<file path="src/rtl/mips_mc_control_pkg.sv">
// Shared types and encodings for the multicycle MIPS control unit.
package mips_mc_pkg;

  typedef enum logic [3:0] {
    S_IDLE   = 4'd0,
    S_FETCH  = 4'd1,
    S_DECODE = 4'd2,
    S_MEMADR = 4'd3,
    S_MEMRD  = 4'd4,
    S_MEMWB  = 4'd5,
    S_MEMWR  = 4'd6,
    S_REXEC  = 4'd7,
    S_RWB    = 4'd8,
    S_IEXEC  = 4'd9,
    S_IWB    = 4'd10,
    S_BRANCH = 4'd11,
    S_JUMP   = 4'd12,
    S_TRAP   = 4'd13
  } state_e;

  // ALU usage class of a state; the ALU control sub-module refines it with Op/Funct.
  typedef enum logic [2:0] {
    CLS_ADD   = 3'd0,
    CLS_ADDR  = 3'd1,
    CLS_RTYPE = 3'd2,
    CLS_ITYPE = 3'd3,
    CLS_SUB   = 3'd4
  } alu_cls_e;

  localparam logic [5:0] OP_R    = 6'h00;
  localparam logic [5:0] OP_J    = 6'h02;
  localparam logic [5:0] OP_BEQ  = 6'h04;
  localparam logic [5:0] OP_ADDI = 6'h08;
  localparam logic [5:0] OP_SLTI = 6'h0A;
  localparam logic [5:0] OP_ANDI = 6'h0C;
  localparam logic [5:0] OP_ORI  = 6'h0D;
  localparam logic [5:0] OP_LW   = 6'h23;
  localparam logic [5:0] OP_SW   = 6'h2B;

  localparam logic [5:0] FN_ADD = 6'h20;
  localparam logic [5:0] FN_SUB = 6'h22;
  localparam logic [5:0] FN_AND = 6'h24;
  localparam logic [5:0] FN_OR  = 6'h25;
  localparam logic [5:0] FN_SLT = 6'h2A;

  localparam logic [2:0] ALU_AND = 3'b000;
  localparam logic [2:0] ALU_OR  = 3'b001;
  localparam logic [2:0] ALU_ADD = 3'b010;
  localparam logic [2:0] ALU_SUB = 3'b110;
  localparam logic [2:0] ALU_SLT = 3'b111;

  localparam logic [1:0] SRCB_REG   = 2'b00;
  localparam logic [1:0] SRCB_FOUR  = 2'b01;
  localparam logic [1:0] SRCB_IMM   = 2'b10;
  localparam logic [1:0] SRCB_IMMSH = 2'b11;

  localparam logic [1:0] PCS_ALU    = 2'b00;
  localparam logic [1:0] PCS_ALUOUT = 2'b01;
  localparam logic [1:0] PCS_JUMP   = 2'b10;

  // Moore control word registered from the next state.
  typedef struct packed {
    logic       pcen;
    logic       iord;
    logic       mem_read;
    logic       mem_write;
    logic       reg_dst;
    logic       mem_to_reg;
    logic       reg_write;
    logic       alu_src_a;
    logic [1:0] alu_src_b;
    logic [1:0] pc_source;
  } ctl_t;

  function automatic logic is_itype(input logic [5:0] op);
    return (op == OP_ADDI) || (op == OP_ANDI) || (op == OP_ORI) || (op == OP_SLTI);
  endfunction

endpackage

</file>
<file path="src/rtl/mips_mc_control_if.sv">
// Control <-> datapath bundle: master is the control unit, slave the datapath.
interface mips_mc_control_if #(parameter int STATE_W = 4);
  logic [5:0]         Op;
  logic [5:0]         Funct;
  logic               Zero;
  logic               MemRdy;
  logic               PCEn;
  logic               IorD;
  logic               MemRead;
  logic               MemWrite;
  logic               IRWrite;
  logic               RegDst;
  logic               MemtoReg;
  logic               RegWrite;
  logic               ALUSrcA;
  logic [1:0]         ALUSrcB;
  logic               ExtOp;
  logic [1:0]         PCSource;
  logic [2:0]         ALUCtl;
  logic               Illegal;
  logic [STATE_W-1:0] dbg_state;

  modport master (
    input  Op, Funct, Zero, MemRdy,
    output PCEn, IorD, MemRead, MemWrite, IRWrite, RegDst, MemtoReg, RegWrite,
           ALUSrcA, ALUSrcB, ExtOp, PCSource, ALUCtl, Illegal, dbg_state
  );

  modport slave (
    output Op, Funct, Zero, MemRdy,
    input  PCEn, IorD, MemRead, MemWrite, IRWrite, RegDst, MemtoReg, RegWrite,
           ALUSrcA, ALUSrcB, ExtOp, PCSource, ALUCtl, Illegal, dbg_state
  );
endinterface

</file>
<file path="src/rtl/mips_mc_control_alu_control.sv">
// Maps (state class, Op, Funct) to ALU operation and immediate extension mode.
module mips_alu_control
  import mips_mc_pkg::*;
(
  input  alu_cls_e   cls,
  input  logic [5:0] op,
  input  logic [5:0] funct,
  output logic [2:0] alu_ctl,
  output logic       ext_op
);

  always_comb begin
    alu_ctl = ALU_ADD;
    ext_op  = 1'b0;
    case (cls)
      CLS_ADDR: ext_op = 1'b1;
      CLS_SUB:  alu_ctl = ALU_SUB;
      CLS_RTYPE: begin
        // Unknown funct falls back to add rather than trapping.
        case (funct)
          FN_SUB:  alu_ctl = ALU_SUB;
          FN_AND:  alu_ctl = ALU_AND;
          FN_OR:   alu_ctl = ALU_OR;
          FN_SLT:  alu_ctl = ALU_SLT;
          default: alu_ctl = ALU_ADD;
        endcase
      end
      CLS_ITYPE: begin
        case (op)
          OP_ADDI: begin alu_ctl = ALU_ADD; ext_op = 1'b1; end
          OP_SLTI: begin alu_ctl = ALU_SLT; ext_op = 1'b1; end
          OP_ANDI: alu_ctl = ALU_AND;
          OP_ORI:  alu_ctl = ALU_OR;
          default: alu_ctl = ALU_ADD;
        endcase
      end
      default: ;
    endcase
  end

endmodule

</file>
<file path="src/rtl/mips_mc_control.sv">
// Multicycle MIPS control FSM: Moore outputs registered from the next state,
// with only the fetch-ready and branch-zero enables gated combinationally.
module mips_mc_control
  import mips_mc_pkg::*;
#(
  parameter int USE_MEM_RDY = 1,
  parameter int STATE_W     = 4
)(
  input logic              CK,
  input logic              CLR,
  mips_mc_control_if.master bus
);

  state_e     state_q, state_d;
  ctl_t       ctl_q, ctl_d;
  alu_cls_e   cls_d;
  logic [2:0] alu_ctl_q, alu_ctl_d;
  logic       ext_op_q, ext_op_d;
  logic       illegal_q, illegal_d;
  logic       mem_rdy;

  assign mem_rdy = (USE_MEM_RDY != 0) ? bus.MemRdy : 1'b1;

  always_comb begin
    state_d = state_q;
    case (state_q)
      S_IDLE:   state_d = S_FETCH;
      S_FETCH:  if (mem_rdy) state_d = S_DECODE;
      S_DECODE: begin
        if ((bus.Op == OP_LW) || (bus.Op == OP_SW)) state_d = S_MEMADR;
        else if (bus.Op == OP_R)                    state_d = S_REXEC;
        else if (is_itype(bus.Op))                  state_d = S_IEXEC;
        else if (bus.Op == OP_BEQ)                  state_d = S_BRANCH;
        else if (bus.Op == OP_J)                    state_d = S_JUMP;
        else                                        state_d = S_TRAP;
      end
      S_MEMADR: state_d = (bus.Op == OP_LW) ? S_MEMRD : S_MEMWR;
      S_MEMRD:  if (mem_rdy) state_d = S_MEMWB;
      S_MEMWR:  if (mem_rdy) state_d = S_FETCH;
      S_REXEC:  state_d = S_RWB;
      S_IEXEC:  state_d = S_IWB;
      S_MEMWB, S_RWB, S_IWB, S_BRANCH, S_JUMP: state_d = S_FETCH;
      S_TRAP:   state_d = S_TRAP;
      default:  state_d = S_IDLE;
    endcase
  end

  // Control word for the state being entered, so outputs are glitch-free flops.
  always_comb begin
    ctl_d = '0;
    cls_d = CLS_ADD;
    case (state_d)
      S_FETCH: begin
        ctl_d.mem_read  = 1'b1;
        ctl_d.alu_src_b = SRCB_FOUR;
        ctl_d.pc_source = PCS_ALU;
      end
      S_DECODE: begin
        ctl_d.alu_src_b = SRCB_IMMSH;
        cls_d           = CLS_ADDR;
      end
      S_MEMADR: begin
        ctl_d.alu_src_a = 1'b1;
        ctl_d.alu_src_b = SRCB_IMM;
        cls_d           = CLS_ADDR;
      end
      S_MEMRD: begin
        ctl_d.mem_read = 1'b1;
        ctl_d.iord     = 1'b1;
      end
      S_MEMWB: begin
        ctl_d.reg_write  = 1'b1;
        ctl_d.mem_to_reg = 1'b1;
      end
      S_MEMWR: begin
        ctl_d.mem_write = 1'b1;
        ctl_d.iord      = 1'b1;
      end
      S_REXEC: begin
        ctl_d.alu_src_a = 1'b1;
        ctl_d.alu_src_b = SRCB_REG;
        cls_d           = CLS_RTYPE;
      end
      S_RWB: begin
        ctl_d.reg_write = 1'b1;
        ctl_d.reg_dst   = 1'b1;
      end
      S_IEXEC: begin
        ctl_d.alu_src_a = 1'b1;
        ctl_d.alu_src_b = SRCB_IMM;
        cls_d           = CLS_ITYPE;
      end
      S_IWB: ctl_d.reg_write = 1'b1;
      S_BRANCH: begin
        ctl_d.alu_src_a = 1'b1;
        ctl_d.alu_src_b = SRCB_REG;
        ctl_d.pc_source = PCS_ALUOUT;
        cls_d           = CLS_SUB;
      end
      S_JUMP: begin
        ctl_d.pc_source = PCS_JUMP;
        ctl_d.pcen      = 1'b1;
      end
      default: ;
    endcase
  end

  mips_alu_control u_alu_ctl (
    .cls     (cls_d),
    .op      (bus.Op),
    .funct   (bus.Funct),
    .alu_ctl (alu_ctl_d),
    .ext_op  (ext_op_d)
  );

  assign illegal_d = illegal_q | (state_d == S_TRAP);

  always_ff @(posedge CK) begin
    if (CLR) begin
      state_q   <= S_IDLE;
      ctl_q     <= '0;
      alu_ctl_q <= ALU_ADD;
      ext_op_q  <= 1'b0;
      illegal_q <= 1'b0;
    end else begin
      state_q   <= state_d;
      ctl_q     <= ctl_d;
      alu_ctl_q <= alu_ctl_d;
      ext_op_q  <= ext_op_d;
      illegal_q <= illegal_d;
    end
  end

  assign bus.IRWrite   = (state_q == S_FETCH) && mem_rdy;
  assign bus.PCEn      = ctl_q.pcen | ((state_q == S_FETCH) && mem_rdy)
                       | ((state_q == S_BRANCH) && bus.Zero);
  assign bus.IorD      = ctl_q.iord;
  assign bus.MemRead   = ctl_q.mem_read;
  assign bus.MemWrite  = ctl_q.mem_write;
  assign bus.RegDst    = ctl_q.reg_dst;
  assign bus.MemtoReg  = ctl_q.mem_to_reg;
  assign bus.RegWrite  = ctl_q.reg_write;
  assign bus.ALUSrcA   = ctl_q.alu_src_a;
  assign bus.ALUSrcB   = ctl_q.alu_src_b;
  assign bus.PCSource  = ctl_q.pc_source;
  assign bus.ALUCtl    = alu_ctl_q;
  assign bus.ExtOp     = ext_op_q;
  assign bus.Illegal   = illegal_q;
  assign bus.dbg_state = STATE_W'(state_q);

endmodule
</file>
<file path="src/flat_wrapper.sv">
// flat-port wrapper written by rule: the top's interface ports become plain ports
module mips_mc_control_flat import mips_mc_pkg::*;
#(
  parameter int USE_MEM_RDY = 1,
  parameter int STATE_W     = 4
)
  (CK, CLR, bus_Op, bus_Funct, bus_Zero, bus_MemRdy, bus_PCEn, bus_IorD, bus_MemRead, bus_MemWrite, bus_IRWrite, bus_RegDst, bus_MemtoReg, bus_RegWrite, bus_ALUSrcA, bus_ALUSrcB, bus_ExtOp, bus_PCSource, bus_ALUCtl, bus_Illegal, bus_dbg_state);
  mips_mc_control_if #(.STATE_W(STATE_W)) bus_i ();
  input logic CK;
  input logic CLR;
  input wire logic [$bits(bus_i.Op)-1:0] bus_Op;
  input wire logic [$bits(bus_i.Funct)-1:0] bus_Funct;
  input wire logic [$bits(bus_i.Zero)-1:0] bus_Zero;
  input wire logic [$bits(bus_i.MemRdy)-1:0] bus_MemRdy;
  output wire logic [$bits(bus_i.PCEn)-1:0] bus_PCEn;
  output wire logic [$bits(bus_i.IorD)-1:0] bus_IorD;
  output wire logic [$bits(bus_i.MemRead)-1:0] bus_MemRead;
  output wire logic [$bits(bus_i.MemWrite)-1:0] bus_MemWrite;
  output wire logic [$bits(bus_i.IRWrite)-1:0] bus_IRWrite;
  output wire logic [$bits(bus_i.RegDst)-1:0] bus_RegDst;
  output wire logic [$bits(bus_i.MemtoReg)-1:0] bus_MemtoReg;
  output wire logic [$bits(bus_i.RegWrite)-1:0] bus_RegWrite;
  output wire logic [$bits(bus_i.ALUSrcA)-1:0] bus_ALUSrcA;
  output wire logic [$bits(bus_i.ALUSrcB)-1:0] bus_ALUSrcB;
  output wire logic [$bits(bus_i.ExtOp)-1:0] bus_ExtOp;
  output wire logic [$bits(bus_i.PCSource)-1:0] bus_PCSource;
  output wire logic [$bits(bus_i.ALUCtl)-1:0] bus_ALUCtl;
  output wire logic [$bits(bus_i.Illegal)-1:0] bus_Illegal;
  output wire logic [$bits(bus_i.dbg_state)-1:0] bus_dbg_state;
  assign bus_i.Op = bus_Op;
  assign bus_i.Funct = bus_Funct;
  assign bus_i.Zero = bus_Zero;
  assign bus_i.MemRdy = bus_MemRdy;
  assign bus_PCEn = bus_i.PCEn;
  assign bus_IorD = bus_i.IorD;
  assign bus_MemRead = bus_i.MemRead;
  assign bus_MemWrite = bus_i.MemWrite;
  assign bus_IRWrite = bus_i.IRWrite;
  assign bus_RegDst = bus_i.RegDst;
  assign bus_MemtoReg = bus_i.MemtoReg;
  assign bus_RegWrite = bus_i.RegWrite;
  assign bus_ALUSrcA = bus_i.ALUSrcA;
  assign bus_ALUSrcB = bus_i.ALUSrcB;
  assign bus_ExtOp = bus_i.ExtOp;
  assign bus_PCSource = bus_i.PCSource;
  assign bus_ALUCtl = bus_i.ALUCtl;
  assign bus_Illegal = bus_i.Illegal;
  assign bus_dbg_state = bus_i.dbg_state;
  mips_mc_control #(.USE_MEM_RDY(USE_MEM_RDY), .STATE_W(STATE_W)) u_core (.CK(CK), .CLR(CLR), .bus(bus_i));
endmodule
</file>
<file path="config.mk">
export PLATFORM = sky130hd
export DESIGN_NAME = mips_mc_control_flat
export DESIGN_NICKNAME = d
export VERILOG_FILES = /design/src/rtl/mips_mc_control_pkg.sv /design/src/rtl/mips_mc_control_if.sv /design/src/rtl/mips_mc_control_alu_control.sv /design/src/rtl/mips_mc_control.sv /design/src/flat_wrapper.sv
export SDC_FILE = /design/constraint.sdc
export NUM_CORES = 1
export LEC_CHECK = 0
export BUFFER_PORTS_ARGS = -buffer_cell sky130_fd_sc_hd__buf_2
export CAP_MARGIN = 20
export CORE_UTILIZATION = 40
export DETAILED_ROUTE_END_ITERATION = 16
export PLACE_DENSITY = 0.73
export SLEW_MARGIN = 20
export SYNTH_ARGS = -nofsm -noshare
export SYNTH_HDL_FRONTEND = slang
export SYNTH_SLANG_ARGS = --single-unit
</file>
<file path="constraint.sdc">
create_clock -name CK -period 2.42 [get_ports CK]
set_input_delay 0.242 -clock CK [delete_from_list [all_inputs] [get_ports CK]]
set_output_delay 0.242 -clock CK [all_outputs]
set_load 0.02 [all_outputs]
</file>
# Yosys cells after proc, flatten, opt, wreduce, memory -nomap -nowiden
# Cells that the tools add are included.
# W data, S select, Z words.
[classes]
bitwise_logic = 3
muxes = 26
eq_ne = 42
n_reduce_logical = 16
[ops]
columns = ["cell", "count"]
rows = [
  ["$eq A4 B4 Y1 const B", 12],
  ["$eq A6 B6 Y1 const B", 6],
  ["$pmux W4 S9", 1],
  ["$eq A4 B3 Y1 const B", 8],
  ["$mux W4", 7],
  ["$eq A6 B4 Y1 const B", 4],
  ["$pmux W3 S4", 2],
  ["$pmux W3 S3", 2],
  ["$eq A4 B2 Y1 const B", 4],
  ["$mux W1", 10],
  ["$reduce_or A2 Y1", 5],
  ["$eq A4 B1 Y1 const B", 2],
  ["$eq A3 B2 Y1 const B", 2],
  ["$eq A6 B2 Y1 const B", 1],
  ["$eq A6 B3 Y1 const B", 1],
  ["$logic_not A6 Y1", 1],
  ["$pmux W2 S3", 1],
  ["$reduce_or A6 Y1", 1],
  ["$logic_not A4 Y1", 1],
  ["$logic_or A1 B1 Y1", 4],
  ["$pmux W2 S2", 1],
  ["$reduce_or A4 Y1", 1],
  ["$eq A3 B1 Y1 const B", 1],
  ["$eq A3 B3 Y1 const B", 1],
  ["5 further kinds", 8],
]
[word_totals]
ff_bits = 21
inputBits = 16
output_inout_bits = 22
word_cells = 101

# Depth between registers and ports, before layout
# Gate-level depths: netlist (run 1).
[logic_depth]
ltp_word = 13
mapped_depth = 8
mapped_depth_nobuf = 6

# Cells and area by module
# A second synthesis (run 1) with hierarchy kept.
[hier_totals]
cells_unflattened = 133
hier_area_um2 = 1149.9
[by_module_without_submodules]
columns = ["mod", "area_per_inst_um2", "seq_area_each_um2", "instances", "cells_each"]
rows = [
  ["mips_mc_control", 1007.2, 420.4, 1, 113],
  ["mips_alu_control", 142.6, 0.0, 1, 20],
]

# Worst setup path before layout (run 1)
# No wires, ideal clock.
[synth_path]
path_type = "reg2reg"
start = "reg u_core.state_q[3] (netlist: u_core.bus.dbg_state[3])"
end = "reg u_core.ctl_q, in the netlist u_core.bus.ALUSrcB[1]"
path_stages_with_launch = 8
period_less_slack_ns = 2.005
setup_time_ns = 0.071
arrival_ns = 1.934
slack_ns = 0.415
path_buffers = 1
required_ns = 2.349
cell_sequence = "dfxtp_1 -> buf_2 -> mux2_2 -> a221oi_1 -> o41a_2 -> and2_1 -> nand2_1 -> a21oi_1"
[synth_via]
elab_chain_cells = 6
word_cells_on_any_way = 25
cone_classes = "eq/ne: 17; mux: 5; reduce/logical: 3"
[synth_lines]
columns = ["item", "line_no", "rtl"]
rows = [
  ["start: declaration", "mips_mc_control.sv:14", "state_e state_q, state_d;"],
  ["start signal: assignment", "mips_mc_control.sv:126", "state_q <= state_d;"],
  ["$eq A4 B3 Y1 (tied with other cells)", "mips_mc_control.sv:26", "case (state_q)"],
  ["$reduce_or A6 Y1 (no line)", "--", ""],
  ["$pmux W4 S9 *", "mips_mc_control.sv:26", ""],
  ["$eq A4 B2 Y1 / $eq A4 B4 Y1 (equally long branches)", "mips_mc_control.sv:52", "case (state_d)"],
  ["$reduce_or A2 Y1 (no line)", "--", ""],
  ["$pmux W2 S3 *", "mips_mc_control.sv:52", ""],
  ["end signal: assignment", "mips_mc_control.sv:127", "ctl_q <= ctl_d;"],
  ["end: declaration", "mips_mc_control.sv:15", "ctl_t ctl_q, ctl_d;"],
]
# Mark *: on every way between the ends. The rest lies on a longest branch, timed or not.
# A chain may end at the register's enable or synchronous reset.

# Final worst setup path (run 1)
[layout_path]
start = "reg u_core.state_q[1] (netlist: u_core.bus.dbg_state[1])"
end = "reg u_core.alu_ctl_q[2] (netlist: u_core.bus.ALUCtl[2])"
[layout_via]
elab_chain_cells = 8
word_cells_on_any_way = 30
cone_classes = "eq/ne: 21; mux: 6; reduce/logical: 3"
[layout_lines]
columns = ["item", "line_no", "rtl"]
rows = [
  ["$eq A4 B3 Y1 (tied with other cells)", "mips_mc_control.sv:26", ""],
  ["$reduce_or A6 Y1 (no line)", "--", ""],
  ["$pmux W4 S9 *", "mips_mc_control.sv:26", ""],
  ["$eq A4 B2 Y1", "mips_mc_control.sv:52", ""],
  ["$reduce_or A2 Y1 (no line)", "--", ""],
  ["$pmux W3 S4 *", "mips_mc_control.sv:52", ""],
  ["$eq A3 B2 Y1 / $eq A3 B3 Y1 (equally long branches)", "mips_mc_control_alu_control.sv:15", "case (cls)"],
  ["$pmux W3 S3 *", "mips_mc_control_alu_control.sv:15", ""],
  ["end signal: assignment", "mips_mc_control.sv:128", "alu_ctl_q <= alu_ctl_d;"],
  ["end: declaration", "mips_mc_control.sv:17", "logic [2:0] alu_ctl_q, alu_ctl_d;"],
]
# Marks and branches as above.

==> run summary, run 1 <==
TritonCTS built the clock tree. The worst voltage drop across the vdd grid is 0.375 mV, and the number of iterations in the first detailed-routing pass is 4. CTS placed an instance of clkbuf_4 at the clock tree root. The run gives 0.00771 ns as the worst clock skew. The summed negative setup slack over all endpoints is 0 ns. For this block, the initial DRC count from the detailed router was 21. The final critical path time including I/O delays and setup was 2.14 ns; the remaining routing DRC violations was 0. The core utilization of the finished layout came out at 0.511. In this run the cell area of the synthesized design comes to 0.00111 mm².

The critical path is of the flop to flop type. Portion of total power attributed to the clock network: 0.213. The quantity of I/O buffers inserted on ports works out to 37.

Synthesis produced 124 cells. The path type of the worst min-delay path was input pin to flop. In the final layout, flip-flops and latches occupy 420 µm². The number of hold buffers added after CTS was 0. After detailed routing, the number of vias per cell comes to 5.67. Summing all multi-input logic gate instances after layout gives 613 µm². The die covers 0.00299 mm². The post-synthesis to final-layout area growth came out at 17.2%. Setup violations remaining at the end of the flow were counted as 0. For the count of instances resized after the clock tree is built, the log shows 0. The share of synthesized area occupied by flip-flops and latches is 0.379, and the total power per unit cell area is 609 mW/mm².

Total of fill cells in the finished design: 267. The via count of the first global-routing pass was 975; the count of state elements after synthesis was 21. The number of enable-type register cells in the synthesized netlist is 0, and the worst-case setup margin in the final layout is 0.284 ns. The count of nets left with antenna violations once routing finished came out at 0. The overall overflow remaining after global route is 0.

Dividing the synthesized area by the synthesized cell count gives 8.95 µm². The number of I/O pins was 38; the placer congestion estimate was 0.814. The worst-case headroom to the max-slew limit was 0.633; the proportion of layout cells with a drive suffix above 1 was 0.327. The combinational fraction of design power was 0.293; the first-pass GRT wire length was 4.24 mm.

For the worst setup path, the data required time is 2.62 ns. Summed over all layers, the routed wires come to 2.54 mm. At the end of the flow, the number of nets in the layout was 173. In the synthesized netlist the dominant register cell turns out to be dfxtp_1. Summed over all nets, the half-perimeter wirelength after detailed placement is 1.95 mm.

The power share of the sequential group is 0.494, and the depth of the CTS H-tree is 1. Setup repair after global routing left no endpoint under its margin. The logs give 0.000793 W for the overall power after layout and 0.196 ns for the worst slack on hold paths. The run finished with clean final reports. Slew at the pin with the worst max-slew slack: 0.543 ns.

The worst setup path is captured at a flop. The run gives 140 as the number of nets produced by synthesis. The die is 54.7 µm wide. The worst setup path is launched from a flop. For the worst setup path, the data arrival time is 2.34 ns. The tools report the count of final max-slew check failures as 0. The repair_antennas step left the layout with diodes totalling 0.

Derived from the worst setup path, the maximum achievable clock frequency is 468 MHz. After floorplanning, the core was sized to cover 0.00254 mm². During synthesis, Yosys emitted a total of 0 warnings. The fraction of registers with async set or reset after synthesis was 0. The initial antenna violation count is 0.

The routed layout has 1054 vias. The analysis attributes to cell leakage a power of 0.538 nW. Cell internal power was estimated by the tool at 0.000526 W.

The total routing resource utilization after global routing is 0.202, and the average detailed-routed wire length per instance is 13.6 µm. The run gives 0.436 as the initial cell density of the core. The switching power share of the total came out at 0.336.

Along the worst path, the maximum fanout reaches 12. The hold violation total from the final report is 0, and the clock transition at the registers of the reported paths is 0.11 ns. For this design the total switching power over the nets is 0.000266 W. The post-placement setup slack was 0.299 ns; the clock net sink count was 21.

The logs give 0 for the post-CTS setup repair buffer count and 0 for the max-cap check violation count. The portion of the clock cycle consumed by the worst path in the final layout is 0.883, and the maximum buffer depth of the clock tree is 2. The maximum number of pins on one net before global-route repair came out at 13.

The floorplan has 18 rows. TritonCTS created 3 clock buffers. Clock latency on the worst-skew pair, taken at its later pin, is 0.31 ns. The netlist uses 50 different library cells. Die extent in y: 54.7 µm.
## per-stage QoR
step,cell area [µm²],instances
floorplan,1110,124
global placement,1270,182
detailed placement,1270,182
CTS,1300,186
global route,1300,186
finish,1300,186
## state kept, by name, indices dropped and copies added (netlist names)
| register | flops |
|---|---|
| u_core.bus.ALUCtl | 3 |
| u_core.bus.ALUSrcA | 1 |
| u_core.bus.ALUSrcB | 2 |
| u_core.bus.ExtOp | 1 |
| u_core.bus.Illegal | 1 |
| u_core.bus.IorD | 1 |
| u_core.bus.MemRead | 1 |
| u_core.bus.MemWrite | 1 |
| u_core.bus.MemtoReg | 1 |
| u_core.bus.PCSource | 2 |
| u_core.bus.RegDst | 1 |
| u_core.bus.RegWrite | 1 |
| u_core.bus.dbg_state | 4 |
| u_core.ctl_q | 1 |
## power groups by stage
stage | Sequential [W] | Clock [W] | Combinational, W
floorplan | 0.000409 | 0 | 0.000167
global placement | 0.000399 | 0 | 0.000228
detailed placement | 0.000400 | 0 | 0.000232
CTS | 0.000392 | 0.000171 | 0.000232
global route | 0.000397 | 0.000184 | 0.000259
finish | 0.000392 | 0.000169 | 0.000232
## synthesized netlist by cell type, types with 2 or more instances
cell	instances	area, µm²
nand2b_1	6	37.5
nor4_1	2	12.5
buf_4	4	30.0
a31o_2	2	17.5
nor2_1	12	45.0
dfxtp_1	21	420
nor4b_1	4	35.0
and2_1	3	18.8
o22ai_1	2	12.5
nor2b_1	2	12.5
or3_1	2	12.5
inv_1	3	11.3
nor3_1	3	15.0
a31oi_1	2	12.5
a22oi_1	4	30.0
buf_2	4	20.0
and3_1	4	25.0
o32ai_1	3	26.3
nand2_1	10	37.5
## worst max-delay path, cell delays in order, from the launching register on
cell	delay, ns
dfxtp_1	0.55
or4b_1	0.52
a211o_1	0.34
and3_1	0.23
and4b_4	0.22
nand3_2	0.09
o32ai_1	0.08
## layout make-up
cell class | count | share of cell area
multi-input combinational | 90 | 0.471
sequential | 21 | 0.323
timing repair buffer | 38 | 0.148
tap | 30 | 0.0288
clock buffer | 4 | 0.0202
inverter | 3 | 0.00865
## kinds of logic (layout without fill, tap and decap cells)
group / count (synthesis) / count (layout) / share of synthesized area
AO/OA/AOI/OAI: 26 / 26 / 0.200
XOR/XNOR: 1 / 1 / 0.00789
buffers and inverters: 13 / 45 / 0.0688
flip-flops: 21 / 21 / 0.379
multiplexers: 2 / 2 / 0.0192
AND/OR/NAND/NOR: 61 / 61 / 0.326
## routing by layer
| metal | global-route usage | vias to the layer above | part of all wire |
|---|---|---|---|
| met1 | 0.250 | 490 | 0.44 |
| li1 | - | 521 | - |
| met2 | 0.315 | 38 | 0.48 |
| met3 | 0.0556 | 5 | 0.066 |
| met4 | 0.103 | 0 | 0.015 |
| met5 | 0 | - | 0 |
## worst paths after layout
check        slack, ns  depth (start not counted)              endpoint               startpoint
max               0.28                          6  u_core.bus.ALUCtl[2]  u_core.bus.dbg_state[1]
min               0.20                          2      u_core.bus.ExtOp                bus_Op[0]
max reg2reg       0.28                          6  u_core.bus.ALUCtl[2]  u_core.bus.dbg_state[1]
min reg2reg       0.47                          2    u_core.bus.Illegal       u_core.bus.Illegal
## cells in the final DEF (no fill, tap or decap), drive strengths merged, types with 4 or more instances in the layout
master,netlist,layout
nand2b,6,6
buf,9,38
a22oi,4,4
nor4b,4,4
nand2,11,11
clkbuf,1,4
nor2,13,13
dfxtp,21,21
and3,4,4
Note: power is estimated with default switching activity, not from simulation.
==> run 2, diff against run 1 <==
CORE_UTILIZATION = 35   (was 40)
PLACE_DENSITY = 0.66   (was 0.73)
RECOVER_POWER = 100   (was unset)
==> run summary, run 2 (synthesis gave the netlist of run 1 again) <==
The run finished with clean final reports. STA puts the critical path data required time at 2.62 ns. The first global-routing pass estimated 4.10 mm of wire.

Setup slack on the worst reg-to-reg path comes out at 0.26 ns. The min-delay analysis places its worst path in the category input pin to flop. The combinational fraction of design power is 0.283, and the switching power share of the total is 0.339. Setup repair after global routing left no endpoint under its margin. Power spread over the standard cell area amounts to 609 mW/mm². The number of vias per cell after detailed routing came out at 5.20. Entering global routing, the biggest net connects 13 pins. Layout net count: 173.

Hold repair after CTS inserted 0 buffers. The placeable core region came out at 0.00303 mm². Initial antenna violation count: 0. The area growth from synthesis to layout is 15.2%. The logs give 0.506 for the power share of the sequential group and 38 for the number of I/O pins.

In this run the static leakage power is 0.450 nW. The via count of the first global-routing pass was 914; the clock transition at the registers of the reported paths was 0.11 ns. The non-filler instance count after layout came out at 200.

For the pin with the worst max-slew slack, the measured transition is 0.543 ns. The number of iterations in the first detailed-routing pass came out at 4. Clock tree synthesis inserted a total of 3 buffers. The HPWL after detailed placement is 1.96 mm. The total net switching power was 0.000264 W. The library cell used most frequently in the layout, excluding fill and tap cells, is clkbuf_1.

In this run the core area contains 20 standard-cell rows. Buffers added to address setup during post-CTS repair amount to 0. The logs give 0.367 for the initial cell density of the core and 0.00340 mm² for the area of the die.

For the multi-input logic area, the log shows 599 µm². Leaving out fill and tap cells, the most frequent cells in the layout are clkbuf_1, dfxtp_1, buf_2, nor2_1, nand2_1. Kind of start point of the critical path: a flop.

The portion of total power attributed to the clock network is 0.211. The tools report the maximum buffer depth of the clock tree as 2. The post-placement setup slack came out at 0.297 ns. Worst clock skew: 0.00370 ns. The proportion of layout cells with a drive suffix above 1 came out at 0.179.

Worst voltage drop across the vdd grid: 0.210 mV. Across the whole layout, storage elements account for 420 µm². The clock net sink count came out at 21. Dividing the detail-routed wire length by the instance count gives 12.5 µm. In this run the vertical extent of the chip is 58.3 µm. The hold violation total from the final report came out at 0. In the final timing run, aggregate negative setup slack is 0 ns. TritonCTS built the clock tree. The final critical path time including I/O delays and setup is 2.16 ns, and the total vias in the final route is 1040. The clock reaches the later pin of the worst-skew pair after 0.30 ns.

In this run the worst path has a maximum fanout of 12. For the diode insertion count for antenna repair, the log shows 0. The total of fill cells in the finished design is 322, and the portion of the clock cycle consumed by the worst path in the final layout is 0.891.

The total overflow left after global routing is 0. For the number of setup violations in the final report, the log shows 0. Worst-case setup margin in the final layout: 0.264 ns. STA classifies the critical path endpoint as a flop. The worst-case headroom to the max-slew limit was 0.633.

The count of final max-slew check failures came out at 0. The setup path with the least slack is of type flop to flop. The count of nets left with antenna violations once routing finished came out at 0. In this run, the number of DRC markers left after iteration 0 of detailed routing was 26. The quantity of I/O buffers inserted on ports was 37; the remaining routing DRC violations was 0. Cell internal power was estimated by the tool at 0.000514 W. The run gives 1 as the depth of the CTS H-tree. The maximum operating frequency is 464 MHz, and the horizontal extent of the die is 58.3 µm.

For the total routing resource utilization after global routing, the log shows 0.153. The tools report the core utilization of the finished layout as 0.422. Once the clock tree was built, the resizer swapped 0 gates to a different size. Max-cap violations in this run came to 0.

For this block, the routed nets add up to 2.49 mm of wire. For the placer congestion estimate, the log shows 0.845. The tools report the clock root buffer master as clkbuf_4.

The data arrival time of the worst path came out at 2.36 ns. Once placement completed, the tool counted placed cells totaling 196. The flip-flop count of the largest register, all copies and words added came out at 4.
[run 2: cell types whose count changed in the layout (fill, tap and decap cells not counted), sizes merged]
cell | before | now
buf | 38 | 16
clkbuf | 4 | 25
clkinv | 0 | 1
[run 2: worst max-delay path, stage by stage, from the launching register on]
cell and delay, ns:
dfxtp_1 0.55, or4b_1 0.52, a211o_1 0.34, and3_1 0.24, and2_0 0.18, a22oi_1 0.18, nor2_1 0.06
[run 2: layout make-up]
| class | instances | area share |
|---|---|---|
| Clock buffer | 3 | 0.0176 |
| Multi-Input combinational cell | 90 | 0.469 |
| Tap cell | 44 | 0.0431 |
| Clock inverter | 1 | 0.00391 |
| Inverter | 3 | 0.00881 |
| Timing Repair Buffer | 38 | 0.129 |
| Sequential cell | 21 | 0.329 |
[run 2: through the flow]
stage | instance area, µm² | power, W | hold slack, ns
after floorplan | 1110 | 0.000576 | 0.325
after global placement | 1290 | 0.000628 | 0.466
after detailed placement | 1290 | 0.000633 | 0.461
after CTS | 1320 | 0.000792 | 0.222
after global routing | 1280 | 0.000822 | 0.246
final | 1280 | 0.000778 | 0.220
[run 2: power groups by stage]
| stage | sequential [W] | clock, W | combinational, W |
|---|---|---|---|
| 2_1_floorplan | 0.000409 | 0 | 0.000167 |
| 3_3_place_gp | 0.000399 | 0 | 0.000229 |
| 3_5_place_dp | 0.000401 | 0 | 0.000232 |
| 4_1_cts | 0.000392 | 0.000167 | 0.000233 |
| 5_1_grt | 0.000397 | 0.000180 | 0.000245 |
| 6_report | 0.000393 | 0.000164 | 0.000221 |
[run 2: worst paths after layout]
path                                 from                   to  cells after the start
setup / recovery  u_core.bus.dbg_state[1]  u_core.bus.RegWrite                      6
setup reg to reg  u_core.bus.dbg_state[1]  u_core.bus.RegWrite                      6
hold reg to reg        u_core.bus.Illegal   u_core.bus.Illegal                      2
hold / removal                  bus_Op[0]     u_core.bus.ExtOp                      2
[run 2: metal layers]
layer	global-route usage	part of all wire
met5	0	0
met4	0.0442	0.0040
met3	0.0220	0.052
met2	0.250	0.45
met1	0.212	0.49
==> run 3, diff against run 2 <==
PLACE_DENSITY = 0.58   (was 0.66)
==> run summary, run 3 (synthesis gave the netlist of run 1 again) <==
The flow ran to the end, and the final reports show no timing, DRC or antenna violations. The post-CTS setup repair buffer count was 0; the initial cell density of the core was 0.367. For the remaining routing DRC violations, the log shows 0.

Adding up every negative setup slack in the final design gives 0 ns. The tools report the maximum number of pins on one net before global-route repair as 13. The clock transition at the registers of the reported paths was 0.11 ns; the layout net count was 173.

The flip-flop count of the largest register, all copies and words added came out at 4. The tools report the total vias in the final route as 1070. At the placement stage, the worst setup path has a slack of 0.287 ns.

The first routing iteration left 12 violations. The total routing resource utilization after global routing was 0.160; the slew at the pin with the worst max-slew slack was 0.746 ns. The portion of the clock cycle consumed by the worst path in the final layout was 0.904; the clock net sink count was 21.

Based on the critical path, the design can be clocked at up to 457 MHz. Diode insertion count for antenna repair: 0. The proportion of layout cells with a drive suffix above 1 works out to 0.167.

The worst setup path is of the flop to flop kind. The count of final max-slew check failures was 0; the worst slack on hold paths was 0.211 ns. The number of I/O pins came out at 38. From synthesis to final layout, the design area changed by 14.5%. The largest single stage delay on the critical path is 0.55 ns.

Data arrives at the worst endpoint at 2.37 ns. The run gives 0.778 as the placer congestion estimate. Counting the buffers created by CTS gives 3. The critical path goes through or4b_1 -> a211o_1 -> and3_1 -> and4b_4 -> nand3_1 -> o32ai_1.

The die is 58.3 µm wide. Total power per unit cell area: 615 mW/mm². Setup repair after global routing left no endpoint under its margin. TritonCTS built the clock tree.

The floorplan step set the die height to 58.3 µm. For the portion of total power attributed to the clock network, the log shows 0.216. For this design, the slowest cell found on the critical path is dfxtp_1.

The via count of the first global-routing pass is 1004, and the number of vias per cell after detailed routing is 5.35. Port buffering added 37 buffers. The floorplan step defined a die boundary enclosing 0.00340 mm².

Data on the critical path is required at its endpoint by 2.61 ns. Leaving out fill and tap cells, the most frequent cell in the layout is clkbuf_1. Setup slack on the worst reg-to-reg path comes out at 0.23 ns.

The static leakage power is 0.446 nW. The logs give 0 for the hold violation total from the final report and 0.00215 ns for the worst clock skew. The logs give 0 for the count of instances resized after the clock tree is built and 20 for the number of placement rows. The switching power share of the total works out to 0.343. VDD sags by at most 0.234 mV. In this run the worst path has a maximum fanout of 12. The tools report the combinational fraction of design power as 0.281. The average detailed-routed wire length per instance was 12.8 µm; the remaining antenna violation count was 0. Summed over all nets, the switching power comes to 0.000268 W. Clock root buffer master: clkbuf_4. Kind of start point of the critical path: a flop.

The worst-case headroom to the max-slew limit was 0.496; the max-cap check violation count was 0. The region available for standard cell placement spans 0.00303 mm². Number of buffers added to fix hold violations after cts: 0. The internal power came out at 0.000514 W.

For the overall overflow remaining after global route, the log shows 0. The logs give 0.420 for the core utilization of the finished layout and 4.13 mm for the first-pass GRT wire length. The routed design has 2.57 mm of wire. Setup violations remaining at the end of the flow were counted as 0. Leaving out fill and tap cells, the most frequent cells in the layout are clkbuf_1, dfxtp_1, buf_2, nor2_1, nand2_1. The first detailed-routing pass took 4 iterations. The path type of the worst min-delay path was input pin to flop. The depth of the CTS H-tree was 1; the source-to-sink clock delay at the later pin of the worst-skew pair was 0.30 ns.

Setup slack closes at 0.233 ns. The power share of the sequential group was 0.503. The run gives 2 as the maximum buffer depth of the clock tree. STA classifies the critical path endpoint as a flop. The final HPWL from detailed placement is 1.96 mm.

The final critical path time including I/O delays and setup is 2.19 ns, and the initial antenna violation count is 0.
## run 3: cell counts in the layout (fill, tap and decap cells not counted)
No cell type changed its count.
## run 3: worst max-delay path, delay by kind of cell, from the launching register on
kind	cells	cell delay, ns
flops	1	0.55
simple gates	4	1.07
compound gates	2	0.43
## run 3: area by class of cell
class                           count  area (µm²)
Clock buffer                        3        22.5
Clock inverter                      1        5.00
Fill cell                         332        1760
Inverter                            3        11.3
Multi-Input combinational cell     90         592
Sequential cell                    21         420
Tap cell                           44        55.1
Timing Repair Buffer               38         165
## run 3: worst paths after layout
check	from	to	cells after the start
setup / recovery	u_core.bus.dbg_state[1]	u_core.bus.ExtOp	6
hold / removal	bus_Op[0]	u_core.bus.ExtOp	2
setup reg to reg	u_core.bus.dbg_state[1]	u_core.bus.ExtOp	6
hold reg to reg	u_core.bus.Illegal	u_core.bus.Illegal	2
## run 3: metal layers
metal	vias up	global-route usage	share of wire
li1	524	-	-
met3	6	0.0462	0.071
met2	38	0.286	0.45
met1	502	0.184	0.46
met5	-	0	0
met4	0	0.0510	0.017
## run 3: through the flow
step	total power, W	std cells	cell area [µm²]
after floorplan	0.000576	124	1110
after global placement	0.000629	196	1290
after detailed placement	0.000632	196	1290
after CTS	0.000801	200	1320
after global routing	0.000821	200	1270
final	0.000782	200	1270
## run 3: power groups by stage
stage                     registers (W)  clock network, W  logic [W]
after global routing           0.000397          0.000182   0.000241
after global placement         0.000399                 0   0.000230
final                          0.000393          0.000169   0.000220
after floorplan                0.000409                 0   0.000167
after CTS                      0.000392          0.000176   0.000233
after detailed placement       0.000400                 0   0.000232
